`config.mk`:
```
export PLATFORM = sky130hd
export DESIGN_NAME = alu_core_flat
export DESIGN_NICKNAME = d
export VERILOG_FILES = /design/src/rtl/alu_if.sv /design/src/rtl/alu_core.sv /design/src/flat_wrapper.sv
export SDC_FILE = /design/constraint.sdc
export NUM_CORES = 1
export LEC_CHECK = 0
export ABC_AREA = 1
export BUFFER_PORTS_ARGS = -buffer_cell sky130_fd_sc_hd__buf_2
export CAP_MARGIN = 20
export CORE_MARGIN = 3
export CORE_UTILIZATION = 47
export CTS_CLUSTER_SIZE = 30
export DETAILED_ROUTE_END_ITERATION = 8
export GPL_TIMING_DRIVEN = 0
export HOLD_SLACK_MARGIN = 0.05
export MAX_ROUTING_LAYER = met4
export PLACE_DENSITY = 0.75
export SLEW_MARGIN = 5
export SYNTH_ARGS = -nofsm -noshare
export SYNTH_HDL_FRONTEND = slang
export SYNTH_SLANG_ARGS = --single-unit
```
`constraint.sdc`:
```
create_clock -name clk -period 3.2 [get_ports clk]
set_input_delay 0.32 -clock clk [delete_from_list [all_inputs] [get_ports clk]]
set_output_delay 0.32 -clock clk [all_outputs]
set_load 0.005 [all_outputs]
```
`src/rtl/alu_if.sv`:
```
// ALU stimulus/response bundle.
// master: drives op_a, op_b, cin, mode, ce, cmd, inp_valid; receives the result bundle.
// slave : the ALU; receives the operand/command bundle, drives res, cout, oflow, G, E, L, err.
interface alu_if #(
    parameter int unsigned WIDTH     = 8,
    parameter int unsigned CMD_WIDTH = 4
);
    logic [WIDTH-1:0]     op_a;
    logic [WIDTH-1:0]     op_b;
    logic                 cin;
    logic                 mode;
    logic                 ce;
    logic [CMD_WIDTH-1:0] cmd;
    logic [1:0]           inp_valid;
    logic [WIDTH:0]       res;
    logic                 cout;
    logic                 oflow;
    logic                 G;
    logic                 E;
    logic                 L;
    logic                 err;

    modport master (
        output op_a, op_b, cin, mode, ce, cmd, inp_valid,
        input  res, cout, oflow, G, E, L, err
    );

    modport slave (
        input  op_a, op_b, cin, mode, ce, cmd, inp_valid,
        output res, cout, oflow, G, E, L, err
    );
endinterface

```
`src/rtl/alu_core.sv`:
```
// ALU datapath responding on alu_if. Operands may arrive in separate cycles;
// a missing operand is waited for up to TIMEOUT clock-enabled cycles.
// Ports: clk, rst (async active-low), bus (alu_if.slave: operand/command in,
// registered res/cout/oflow/G/E/L/err out).
module alu_core #(
    parameter int unsigned WIDTH     = 8,
    parameter int unsigned CMD_WIDTH = 4,
    parameter int unsigned TIMEOUT   = 16
) (
    input  logic clk,
    input  logic rst,
    alu_if.slave bus
);
    localparam int unsigned SHAMT_W = $clog2(WIDTH);
    localparam int unsigned CNT_W   = $clog2(TIMEOUT + 1);

    // Arithmetic opcodes (mode = 1)
    localparam logic [CMD_WIDTH-1:0] A_ADD     = CMD_WIDTH'(0);
    localparam logic [CMD_WIDTH-1:0] A_SUB     = CMD_WIDTH'(1);
    localparam logic [CMD_WIDTH-1:0] A_ADD_CIN = CMD_WIDTH'(2);
    localparam logic [CMD_WIDTH-1:0] A_SUB_CIN = CMD_WIDTH'(3);
    localparam logic [CMD_WIDTH-1:0] A_INC_A   = CMD_WIDTH'(4);
    localparam logic [CMD_WIDTH-1:0] A_DEC_A   = CMD_WIDTH'(5);
    localparam logic [CMD_WIDTH-1:0] A_INC_B   = CMD_WIDTH'(6);
    localparam logic [CMD_WIDTH-1:0] A_DEC_B   = CMD_WIDTH'(7);
    localparam logic [CMD_WIDTH-1:0] A_CMP     = CMD_WIDTH'(8);
    // Logical opcodes (mode = 0)
    localparam logic [CMD_WIDTH-1:0] L_AND     = CMD_WIDTH'(0);
    localparam logic [CMD_WIDTH-1:0] L_NAND    = CMD_WIDTH'(1);
    localparam logic [CMD_WIDTH-1:0] L_OR      = CMD_WIDTH'(2);
    localparam logic [CMD_WIDTH-1:0] L_NOR     = CMD_WIDTH'(3);
    localparam logic [CMD_WIDTH-1:0] L_XOR     = CMD_WIDTH'(4);
    localparam logic [CMD_WIDTH-1:0] L_XNOR    = CMD_WIDTH'(5);
    localparam logic [CMD_WIDTH-1:0] L_NOT_A   = CMD_WIDTH'(6);
    localparam logic [CMD_WIDTH-1:0] L_NOT_B   = CMD_WIDTH'(7);
    localparam logic [CMD_WIDTH-1:0] L_SHR1_A  = CMD_WIDTH'(8);
    localparam logic [CMD_WIDTH-1:0] L_SHL1_A  = CMD_WIDTH'(9);
    localparam logic [CMD_WIDTH-1:0] L_SHR1_B  = CMD_WIDTH'(10);
    localparam logic [CMD_WIDTH-1:0] L_SHL1_B  = CMD_WIDTH'(11);
    localparam logic [CMD_WIDTH-1:0] L_ROL     = CMD_WIDTH'(12);
    localparam logic [CMD_WIDTH-1:0] L_ROR     = CMD_WIDTH'(13);

    typedef enum logic {ST_IDLE, ST_WAIT} state_t;

    state_t               state_q;
    logic [CNT_W-1:0]     cnt_q;
    logic [WIDTH-1:0]     a_q, b_q;
    logic                 a_vld_q, b_vld_q;
    logic [CMD_WIDTH-1:0] cmd_q;
    logic                 mode_q, cin_q;

    logic                 in_wait_c;
    logic [WIDTH-1:0]     eff_a_c, eff_b_c;
    logic [CMD_WIDTH-1:0] eff_cmd_c;
    logic                 eff_mode_c, eff_cin_c;
    logic                 have_a_c, have_b_c;
    logic                 need_a_c, need_b_c, illegal_c, done_c;
    logic [SHAMT_W-1:0]   rot_amt_c;
    logic                 rot_bad_c;
    logic [WIDTH-1:0]     rol_c, ror_c;
    logic [WIDTH:0]       xa_c, xb_c, xc_c;
    logic [WIDTH:0]       r_res_c;
    logic                 r_cout_c, r_oflow_c, r_g_c, r_e_c, r_l_c, r_err_c;

    // Operands seen this cycle: fresh inputs win over held ones; command is frozen while waiting.
    always_comb begin
        in_wait_c  = (state_q == ST_WAIT);
        eff_a_c    = bus.inp_valid[0] ? bus.op_a : a_q;
        eff_b_c    = bus.inp_valid[1] ? bus.op_b : b_q;
        eff_cmd_c  = in_wait_c ? cmd_q  : bus.cmd;
        eff_mode_c = in_wait_c ? mode_q : bus.mode;
        eff_cin_c  = in_wait_c ? cin_q  : bus.cin;
        have_a_c   = bus.inp_valid[0] | (in_wait_c & a_vld_q);
        have_b_c   = bus.inp_valid[1] | (in_wait_c & b_vld_q);
    end

    // Operand requirement and legality of the effective command.
    always_comb begin
        need_a_c  = 1'b1;
        need_b_c  = 1'b1;
        illegal_c = 1'b0;
        if (eff_mode_c) begin
            case (eff_cmd_c)
                A_INC_A, A_DEC_A: need_b_c = 1'b0;
                A_INC_B, A_DEC_B: need_a_c = 1'b0;
                A_ADD, A_SUB, A_ADD_CIN, A_SUB_CIN, A_CMP: ;
                default: illegal_c = 1'b1;
            endcase
        end else begin
            case (eff_cmd_c)
                L_NOT_A, L_SHR1_A, L_SHL1_A: need_b_c = 1'b0;
                L_NOT_B, L_SHR1_B, L_SHL1_B: need_a_c = 1'b0;
                L_AND, L_NAND, L_OR, L_NOR, L_XOR, L_XNOR, L_ROL, L_ROR: ;
                default: illegal_c = 1'b1;
            endcase
        end
        done_c = illegal_c | ((have_a_c | ~need_a_c) & (have_b_c | ~need_b_c));
    end

    // Rotators: index arithmetic wraps modulo WIDTH in SHAMT_W bits.
    always_comb begin
        rot_amt_c = eff_b_c[SHAMT_W-1:0];
        rot_bad_c = |eff_b_c[WIDTH-1:SHAMT_W+1];
        for (int unsigned i = 0; i < WIDTH; i++) begin
            rol_c[i] = eff_a_c[SHAMT_W'(i) - rot_amt_c];
            ror_c[i] = eff_a_c[SHAMT_W'(i) + rot_amt_c];
        end
    end

    // Result and flags for the effective command; undefined flags stay 0.
    always_comb begin
        xa_c      = {1'b0, eff_a_c};
        xb_c      = {1'b0, eff_b_c};
        xc_c      = (WIDTH+1)'(eff_cin_c);
        r_res_c   = '0;
        r_cout_c  = 1'b0;
        r_oflow_c = 1'b0;
        r_g_c     = 1'b0;
        r_e_c     = 1'b0;
        r_l_c     = 1'b0;
        r_err_c   = illegal_c;
        if (!illegal_c) begin
            if (eff_mode_c) begin
                case (eff_cmd_c)
                    A_ADD:     begin r_res_c = xa_c + xb_c;        r_cout_c = r_res_c[WIDTH]; end
                    A_SUB:     begin r_res_c = xa_c - xb_c;        r_oflow_c = (xa_c < xb_c); end
                    A_ADD_CIN: begin r_res_c = xa_c + xb_c + xc_c; r_cout_c = r_res_c[WIDTH]; end
                    A_SUB_CIN: begin r_res_c = xa_c - xb_c - xc_c; r_oflow_c = (xa_c < (xb_c + xc_c)); end
                    A_INC_A:   r_res_c = xa_c + (WIDTH+1)'(1);
                    A_DEC_A:   begin r_res_c = xa_c - (WIDTH+1)'(1); r_oflow_c = (eff_a_c == '0); end
                    A_INC_B:   r_res_c = xb_c + (WIDTH+1)'(1);
                    A_DEC_B:   begin r_res_c = xb_c - (WIDTH+1)'(1); r_oflow_c = (eff_b_c == '0); end
                    A_CMP: begin
                        r_g_c = (eff_a_c > eff_b_c);
                        r_e_c = (eff_a_c == eff_b_c);
                        r_l_c = (eff_a_c < eff_b_c);
                    end
                    default: ;
                endcase
            end else begin
                case (eff_cmd_c)
                    L_AND:    r_res_c = {1'b0, eff_a_c & eff_b_c};
                    L_NAND:   r_res_c = {1'b0, ~(eff_a_c & eff_b_c)};
                    L_OR:     r_res_c = {1'b0, eff_a_c | eff_b_c};
                    L_NOR:    r_res_c = {1'b0, ~(eff_a_c | eff_b_c)};
                    L_XOR:    r_res_c = {1'b0, eff_a_c ^ eff_b_c};
                    L_XNOR:   r_res_c = {1'b0, ~(eff_a_c ^ eff_b_c)};
                    L_NOT_A:  r_res_c = {1'b0, ~eff_a_c};
                    L_NOT_B:  r_res_c = {1'b0, ~eff_b_c};
                    L_SHR1_A: r_res_c = {1'b0, eff_a_c >> 1};
                    L_SHL1_A: r_res_c = {1'b0, eff_a_c << 1};
                    L_SHR1_B: r_res_c = {1'b0, eff_b_c >> 1};
                    L_SHL1_B: r_res_c = {1'b0, eff_b_c << 1};
                    L_ROL, L_ROR: begin
                        if (rot_bad_c) r_err_c = 1'b1;
                        else           r_res_c = {1'b0, (eff_cmd_c == L_ROL) ? rol_c : ror_c};
                    end
                    default: ;
                endcase
            end
        end
    end

    // Operand collection FSM and registered result bundle.
    always_ff @(posedge clk or negedge rst) begin
        if (!rst) begin
            state_q   <= ST_IDLE;
            cnt_q     <= '0;
            a_q       <= '0;
            b_q       <= '0;
            a_vld_q   <= 1'b0;
            b_vld_q   <= 1'b0;
            cmd_q     <= '0;
            mode_q    <= 1'b0;
            cin_q     <= 1'b0;
            bus.res   <= '0;
            bus.cout  <= 1'b0;
            bus.oflow <= 1'b0;
            bus.G     <= 1'b0;
            bus.E     <= 1'b0;
            bus.L     <= 1'b0;
            bus.err   <= 1'b0;
        end else if (bus.ce) begin
            if (bus.inp_valid[0]) a_q <= bus.op_a;
            if (bus.inp_valid[1]) b_q <= bus.op_b;
            case (state_q)
                ST_IDLE: begin
                    if (bus.inp_valid != 2'b00) begin
                        if (!done_c) begin
                            a_vld_q <= bus.inp_valid[0];
                            b_vld_q <= bus.inp_valid[1];
                            cmd_q   <= bus.cmd;
                            mode_q  <= bus.mode;
                            cin_q   <= bus.cin;
                            cnt_q   <= '0;
                            state_q <= ST_WAIT;
                        end
                    end
                end
                ST_WAIT: begin
                    if (bus.inp_valid[0]) a_vld_q <= 1'b1;
                    if (bus.inp_valid[1]) b_vld_q <= 1'b1;
                    if (done_c || cnt_q == CNT_W'(TIMEOUT - 1)) state_q <= ST_IDLE;
                    else                                         cnt_q   <= cnt_q + CNT_W'(1);
                end
                default: state_q <= ST_IDLE;
            endcase
            // Issue a completed result, or an error when the last wait cycle expires.
            if ((state_q == ST_IDLE && bus.inp_valid != 2'b00 && done_c) ||
                (state_q == ST_WAIT && done_c)) begin
                bus.res   <= r_res_c;
                bus.cout  <= r_cout_c;
                bus.oflow <= r_oflow_c;
                bus.G     <= r_g_c;
                bus.E     <= r_e_c;
                bus.L     <= r_l_c;
                bus.err   <= r_err_c;
            end else if (state_q == ST_WAIT && cnt_q == CNT_W'(TIMEOUT - 1)) begin
                bus.res   <= '0;
                bus.cout  <= 1'b0;
                bus.oflow <= 1'b0;
                bus.G     <= 1'b0;
                bus.E     <= 1'b0;
                bus.L     <= 1'b0;
                bus.err   <= 1'b1;
            end
        end
    end
endmodule

```
`src/flat_wrapper.sv`:
```
// flat-port wrapper written by rule: the top's interface ports become plain ports
module alu_core_flat 
#(
    parameter int unsigned WIDTH     = 8,
    parameter int unsigned CMD_WIDTH = 4,
    parameter int unsigned TIMEOUT   = 16
)
  (clk, rst, bus_op_a, bus_op_b, bus_cin, bus_mode, bus_ce, bus_cmd, bus_inp_valid, bus_res, bus_cout, bus_oflow, bus_G, bus_E, bus_L, bus_err);
  alu_if #(.WIDTH(WIDTH), .CMD_WIDTH(CMD_WIDTH)) bus_i ();
  input  logic clk;
  input  logic rst;
  input wire logic [$bits(bus_i.op_a)-1:0] bus_op_a;
  input wire logic [$bits(bus_i.op_b)-1:0] bus_op_b;
  input wire logic [$bits(bus_i.cin)-1:0] bus_cin;
  input wire logic [$bits(bus_i.mode)-1:0] bus_mode;
  input wire logic [$bits(bus_i.ce)-1:0] bus_ce;
  input wire logic [$bits(bus_i.cmd)-1:0] bus_cmd;
  input wire logic [$bits(bus_i.inp_valid)-1:0] bus_inp_valid;
  output wire logic [$bits(bus_i.res)-1:0] bus_res;
  output wire logic [$bits(bus_i.cout)-1:0] bus_cout;
  output wire logic [$bits(bus_i.oflow)-1:0] bus_oflow;
  output wire logic [$bits(bus_i.G)-1:0] bus_G;
  output wire logic [$bits(bus_i.E)-1:0] bus_E;
  output wire logic [$bits(bus_i.L)-1:0] bus_L;
  output wire logic [$bits(bus_i.err)-1:0] bus_err;
  assign bus_i.op_a = bus_op_a;
  assign bus_i.op_b = bus_op_b;
  assign bus_i.cin = bus_cin;
  assign bus_i.mode = bus_mode;
  assign bus_i.ce = bus_ce;
  assign bus_i.cmd = bus_cmd;
  assign bus_i.inp_valid = bus_inp_valid;
  assign bus_res = bus_i.res;
  assign bus_cout = bus_i.cout;
  assign bus_oflow = bus_i.oflow;
  assign bus_G = bus_i.G;
  assign bus_E = bus_i.E;
  assign bus_L = bus_i.L;
  assign bus_err = bus_i.err;
  alu_core #(.WIDTH(WIDTH), .CMD_WIDTH(CMD_WIDTH), .TIMEOUT(TIMEOUT)) u_core (.clk(clk), .rst(rst), .bus(bus_i));
endmodule
```
==> metrics.txt <==
# TYPE chip_impl_metric gauge
chip_impl_metric{name="fraction_of_registers_with_async_set_reset",unit="%"} 100.0
chip_impl_metric{name="clock_latency",unit="ns"} 0.30
chip_impl_metric{name="clock_skew",unit="ns"} 0.01340
chip_impl_metric{name="floorplan.die.height",unit="um"} 123.4
chip_impl_metric{name="timing.reg2reg.worst_path_depth",unit=""} 15
chip_impl_metric{name="area_of_the_core_region",unit="sq mm"} 0.01335
chip_impl_metric{name="drt_iter0_drc",unit=""} 786
chip_impl_info{name="final_cell_mix",value="sky130_fd_sc_hd__nand2_1 (324), sky130_fd_sc_hd__inv_1 (111), sky130_fd_sc_hd__nand3_1 (111)"} 1
chip_impl_metric{name="areaGrowthSynthToFinish",unit="%"} 17.00
chip_impl_metric{name="finalWeightedCongestion",unit=""} 1.082
chip_impl_info{name="startpoint_type_of_the_worst_setup_path",value="register"} 1
chip_impl_metric{name="syn_area_per_cell",unit="sq um"} 6.041
chip_impl_metric{name="finalNetCount",unit=""} 1243
chip_impl_metric{name="hold_worst_slack",unit="ns"} 0.1894
chip_impl_info{name="worst_path_most_repeated_cell",value="sky130_fd_sc_hd__nand2_1"} 1
chip_impl_metric{name="antenna-diode-count",unit=""} 0
chip_impl_metric{name="floorplan.rows",unit=""} 42
chip_impl_metric{name="critical_path_arrival",unit="ns"} 3.23
chip_impl_info{name="critPathTopFamily",value="simple AND/OR/NAND/NOR gates"} 1
chip_impl_metric{name="yosysWarningCount",unit=""} 0
chip_impl_metric{name="die_w",unit="um"} 123.4
chip_impl_metric{name="hold_violations",unit=""} 0
chip_impl_metric{name="cts.sink_count",unit=""} 45
chip_impl_metric{name="crit_path_max_incr_delay",unit="ns"} 0.61
chip_impl_metric{name="grt_start_max_net_pins",unit=""} 46
chip_impl_metric{name="ioPinCount",unit=""} 42
chip_impl_metric{name="yosys.cell_types.count",unit=""} 46
chip_impl_metric{name="fmax",unit="MHz"} 328.0
chip_impl_info{name="cts_tree",value="done"} 1
chip_impl_metric{name="pwr_density_cell",unit="mW/mm^2"} 659.2
chip_impl_metric{name="cts-root-to-sink-buffers",unit=""} 2
chip_impl_metric{name="port_buffers",unit=""} 41
chip_impl_metric{name="min_period_over_period",unit="%"} 95.27
chip_impl_info{name="synth_top_cells_by_area",value="sky130_fd_sc_hd__nand2_1 (19%), sky130_fd_sc_hd__dfrtp_1 (17%), sky130_fd_sc_hd__ha_1 (12%), sky130_fd_sc_hd__nand3_1 (8.7%), sky130_fd_sc_hd__inv_1 (6.8%)"} 1
chip_impl_metric{name="max-vdd-ir-drop",unit="mV"} 0.3774
chip_impl_metric{name="num-fill-cells",unit=""} 1381
chip_impl_info{name="critPathLaunch",value="u_core.a_q[1]$_DFFE_PN0P_"} 1
chip_impl_metric{name="postSynthRegisterBits",unit=""} 45
chip_impl_metric{name="first_pass_iters",unit=""} 6
chip_impl_metric{name="drv_slew",unit=""} 0
chip_impl_info{name="critical_path.slowest_cell",value="sky130_fd_sc_hd__fa_2"} 1
chip_impl_metric{name="h_tree_level_count",unit=""} 2
chip_impl_metric{name="ant_nets",unit=""} 0
chip_impl_metric{name="grt_use_total",unit="%"} 32.00
chip_impl_metric{name="routed_wire_length",unit="um"} 24060
chip_impl_info{name="crit_type",value="register to register"} 1
chip_impl_info{name="postSynth.topFlopCell",value="sky130_fd_sc_hd__dfrtp_1"} 1
chip_impl_info{name="startpoint_of_the_most_critical_register_to_register_path",value="u_core.a_q[1]$_DFFE_PN0P_"} 1
chip_impl_info{name="crit_path_end_kind",value="register"} 1
chip_impl_metric{name="cp.depth",unit=""} 15
chip_impl_info{name="final_common_cell",value="sky130_fd_sc_hd__nand2_1"} 1
chip_impl_metric{name="total_leakage_power",unit="uW"} 0.003827
chip_impl_metric{name="synth_top_area_share",unit="%"} 19.01
chip_impl_info{name="hp-class",value="primary input to asynchronous set/reset pin"} 1
chip_impl_metric{name="antenna_found_initial",unit=""} 0
chip_impl_metric{name="timing.critical_path.buf_inv",unit=""} 2
chip_impl_metric{name="max_cap_violations",unit=""} 0
chip_impl_info{name="synth_largest_area_cell",value="sky130_fd_sc_hd__nand2_1"} 1
chip_impl_metric{name="peak_fanout_along_the_critical_path",unit=""} 6
chip_impl_metric{name="total_power",unit="uW"} 4995
chip_impl_metric{name="finalWorstPathRequiredPeriod",unit="ns"} 3.049
chip_impl_metric{name="cts_hold_buffers",unit=""} 0
chip_impl_metric{name="synthesis.nets",unit=""} 1166
chip_impl_metric{name="synthesis.area",unit="sq mm"} 0.006476
chip_impl_info{name="clk_root_buffer_cell",value="sky130_fd_sc_hd__clkbuf_16"} 1
chip_impl_metric{name="vias_in_the_first_global_route",unit=""} 7130
chip_impl_metric{name="synth-seq-area-share",unit="%"} 17.39
chip_impl_metric{name="initial_core_util",unit="%"} 48.52
chip_impl_metric{name="drc",unit=""} 0
chip_impl_info{name="worstPathCellList",value="o21ai_4 -> clkinvlp_4 -> fa_2 -> ha_1 -> inv_1 -> nor2_1 -> nand2_1 -> nor2_2 -> nand3_2 -> nor2_1 -> nand2_1 -> nand3_1 -> nand4_1 -> nand2_1 -> nand2_1"} 1
chip_impl_metric{name="grt_pass1_wl",unit="um"} 36830
chip_impl_metric{name="routed_vias",unit=""} 7901
chip_impl_metric{name="required_time_at_the_worst_slack_endpoint",unit="ns"} 3.39
chip_impl_metric{name="worstMarginPinSlew",unit="ns"} 0.9954
chip_impl_metric{name="post_route_cells_drive_above_1_share",unit="%"} 16.09
chip_impl_metric{name="post-dp-hpwl",unit="um"} 18340
chip_impl_metric{name="cts.reportedPaths.clkPinSlew",unit="ns"} 0.07
chip_impl_metric{name="grt_remaining_overflow",unit=""} 0
chip_impl_metric{name="design.die.area",unit="sq mm"} 0.01522
chip_impl_metric{name="timing.max_slew.rel_slack",unit="%"} 33.64
chip_impl_metric{name="viasPerCell",unit=""} 5.959
chip_impl_info{name="outcome",value="complete, no violations"} 1
chip_impl_metric{name="synth_edf_count",unit=""} 0
chip_impl_metric{name="syn-instance-count",unit=""} 1072
chip_impl_metric{name="drt-wirelength-per-cell",unit="um"} 18.15
chip_impl_metric{name="tritoncts.num_buffers",unit=""} 5
chip_impl_metric{name="final_setup_violation_count",unit=""} 0
report_power, final:
part	internal (uW)	total [uW]	switching [uW]	leakage, uW
Sequential	730	838	108	0.000577
Clock	376	617	241	0.0000859
Combinational	1160	3540	2380	0.00316
Total	2270	4990	2730	0.00383
metal layers:
metal  wire length [um]  vias up  GRT usage, %
met5                  0        -             -
met4               1244        0         14.19
met3               2301      115         5.489
met2              10410      433         47.71
met1              10110     3609         42.60
li1                   -     3744             -
layout make-up:
cell class / instances / area, sq um / area share (%)
clock buffers: 5 / 125.1 / 1.651
inverters: 123 / 484.2 / 6.390
clock inverters: 3 / 50.05 / 0.6605
repair buffers: 73 / 455.4 / 6.011
well taps: 176 / 220.2 / 2.906
flip-flops and latches: 45 / 1127 / 14.88
plain buffers: 22 / 157.7 / 2.081
multi-input cells: 879 / 4957 / 65.42
kinds of logic (layout without fill, tap and decap cells):
| logic type | count (synthesis) | in the layout | share of synthesized area [%] |
|---|---|---|---|
| xor+xnor | 7 | 7 | 0.9467 |
| compound gates | 184 | 184 | 16.87 |
| fa+ha+maj | 67 | 67 | 13.41 |
| simple gates | 621 | 621 | 42.35 |
| flops | 45 | 45 | 17.39 |
| buf+inv | 148 | 226 | 9.041 |
synthesized netlist by cell type (4+ instances only):
cell and number:
sky130_fd_sc_hd__nor2_4 4, sky130_fd_sc_hd__clkbuf_1 15, sky130_fd_sc_hd__o21ai_0 63, sky130_fd_sc_hd__nand3b_1 8, sky130_fd_sc_hd__o221ai_1 4, sky130_fd_sc_hd__nand3_1 113
sky130_fd_sc_hd__nand2_1 328, sky130_fd_sc_hd__nor3_1 22, sky130_fd_sc_hd__o21bai_1 5, sky130_fd_sc_hd__buf_2 6, sky130_fd_sc_hd__nor2_1 91, sky130_fd_sc_hd__o22ai_1 9
sky130_fd_sc_hd__o2111ai_1 8, sky130_fd_sc_hd__nand2_4 4, sky130_fd_sc_hd__or2_2 9, sky130_fd_sc_hd__o21ai_1 19, sky130_fd_sc_hd__nand4_1 16, sky130_fd_sc_hd__nand2_2 17
sky130_fd_sc_hd__fa_1 4, sky130_fd_sc_hd__a21oi_1 40, sky130_fd_sc_hd__xor2_1 6, sky130_fd_sc_hd__ha_1 63, sky130_fd_sc_hd__o211ai_1 20, sky130_fd_sc_hd__inv_1 118
sky130_fd_sc_hd__inv_2 4, sky130_fd_sc_hd__dfrtp_1 45
worst paths after layout:
path | endpoint | slack (ns)
max | u_core.bus.res[8]$_DFFE_PN0P_ | 0.15
min reg2reg | u_core.mode_q$_DFFE_PN0P_ | 0.48
min in group clk | u_core.mode_q$_DFFE_PN0P_ | 0.29
max in group asynchronous | u_core.in_wait_c$_DFFE_PN0P_ | 2.34
min | u_core.bus.cout$_DFFE_PN0P_ | 0.19
max reg2reg | u_core.bus.res[8]$_DFFE_PN0P_ | 0.15
registers in the layout (all words and copies together), names as in the netlist:
signal	count
u_core.mode_q	1
u_core.a_vld_q	1
u_core.bus.L	1
u_core.cin_q	1
u_core.b_q	8
u_core.bus.G	1
u_core.bus.res	9
u_core.bus.cout	1
u_core.in_wait_c	1
u_core.a_q	8
u_core.bus.E	1
u_core.bus.err	1
u_core.cnt_q	5
u_core.cmd_q	4
u_core.b_vld_q	1
u_core.bus.oflow	1
metrics by stage:
stage | util (%) | TNS (ns) | std cells | worst slack, ns | cell area [sq um]
final | 56.77 | 0 | 1326 | 0.1515 | 7577
after global routing | 56.77 | -0.06602 | 1326 | -0.02763 | 7577
after CTS | 54.02 | 0 | 1303 | 0.004737 | 7211
after detailed placement | 51.71 | -8.785 | 1289 | -0.9487 | 6902
after global placement | 51.71 | -7.594 | 1289 | -0.8684 | 6902
after floorplan | - | 0 | 1072 | 0.06404 | 6476
repair_timing:
item,in CTS,in global routing
setup endpoints to repair,13,11
resized for setup,28,65
setup buffers,7,25
pin swaps,3,6
Note: power is estimated with default switching activity, not from simulation.
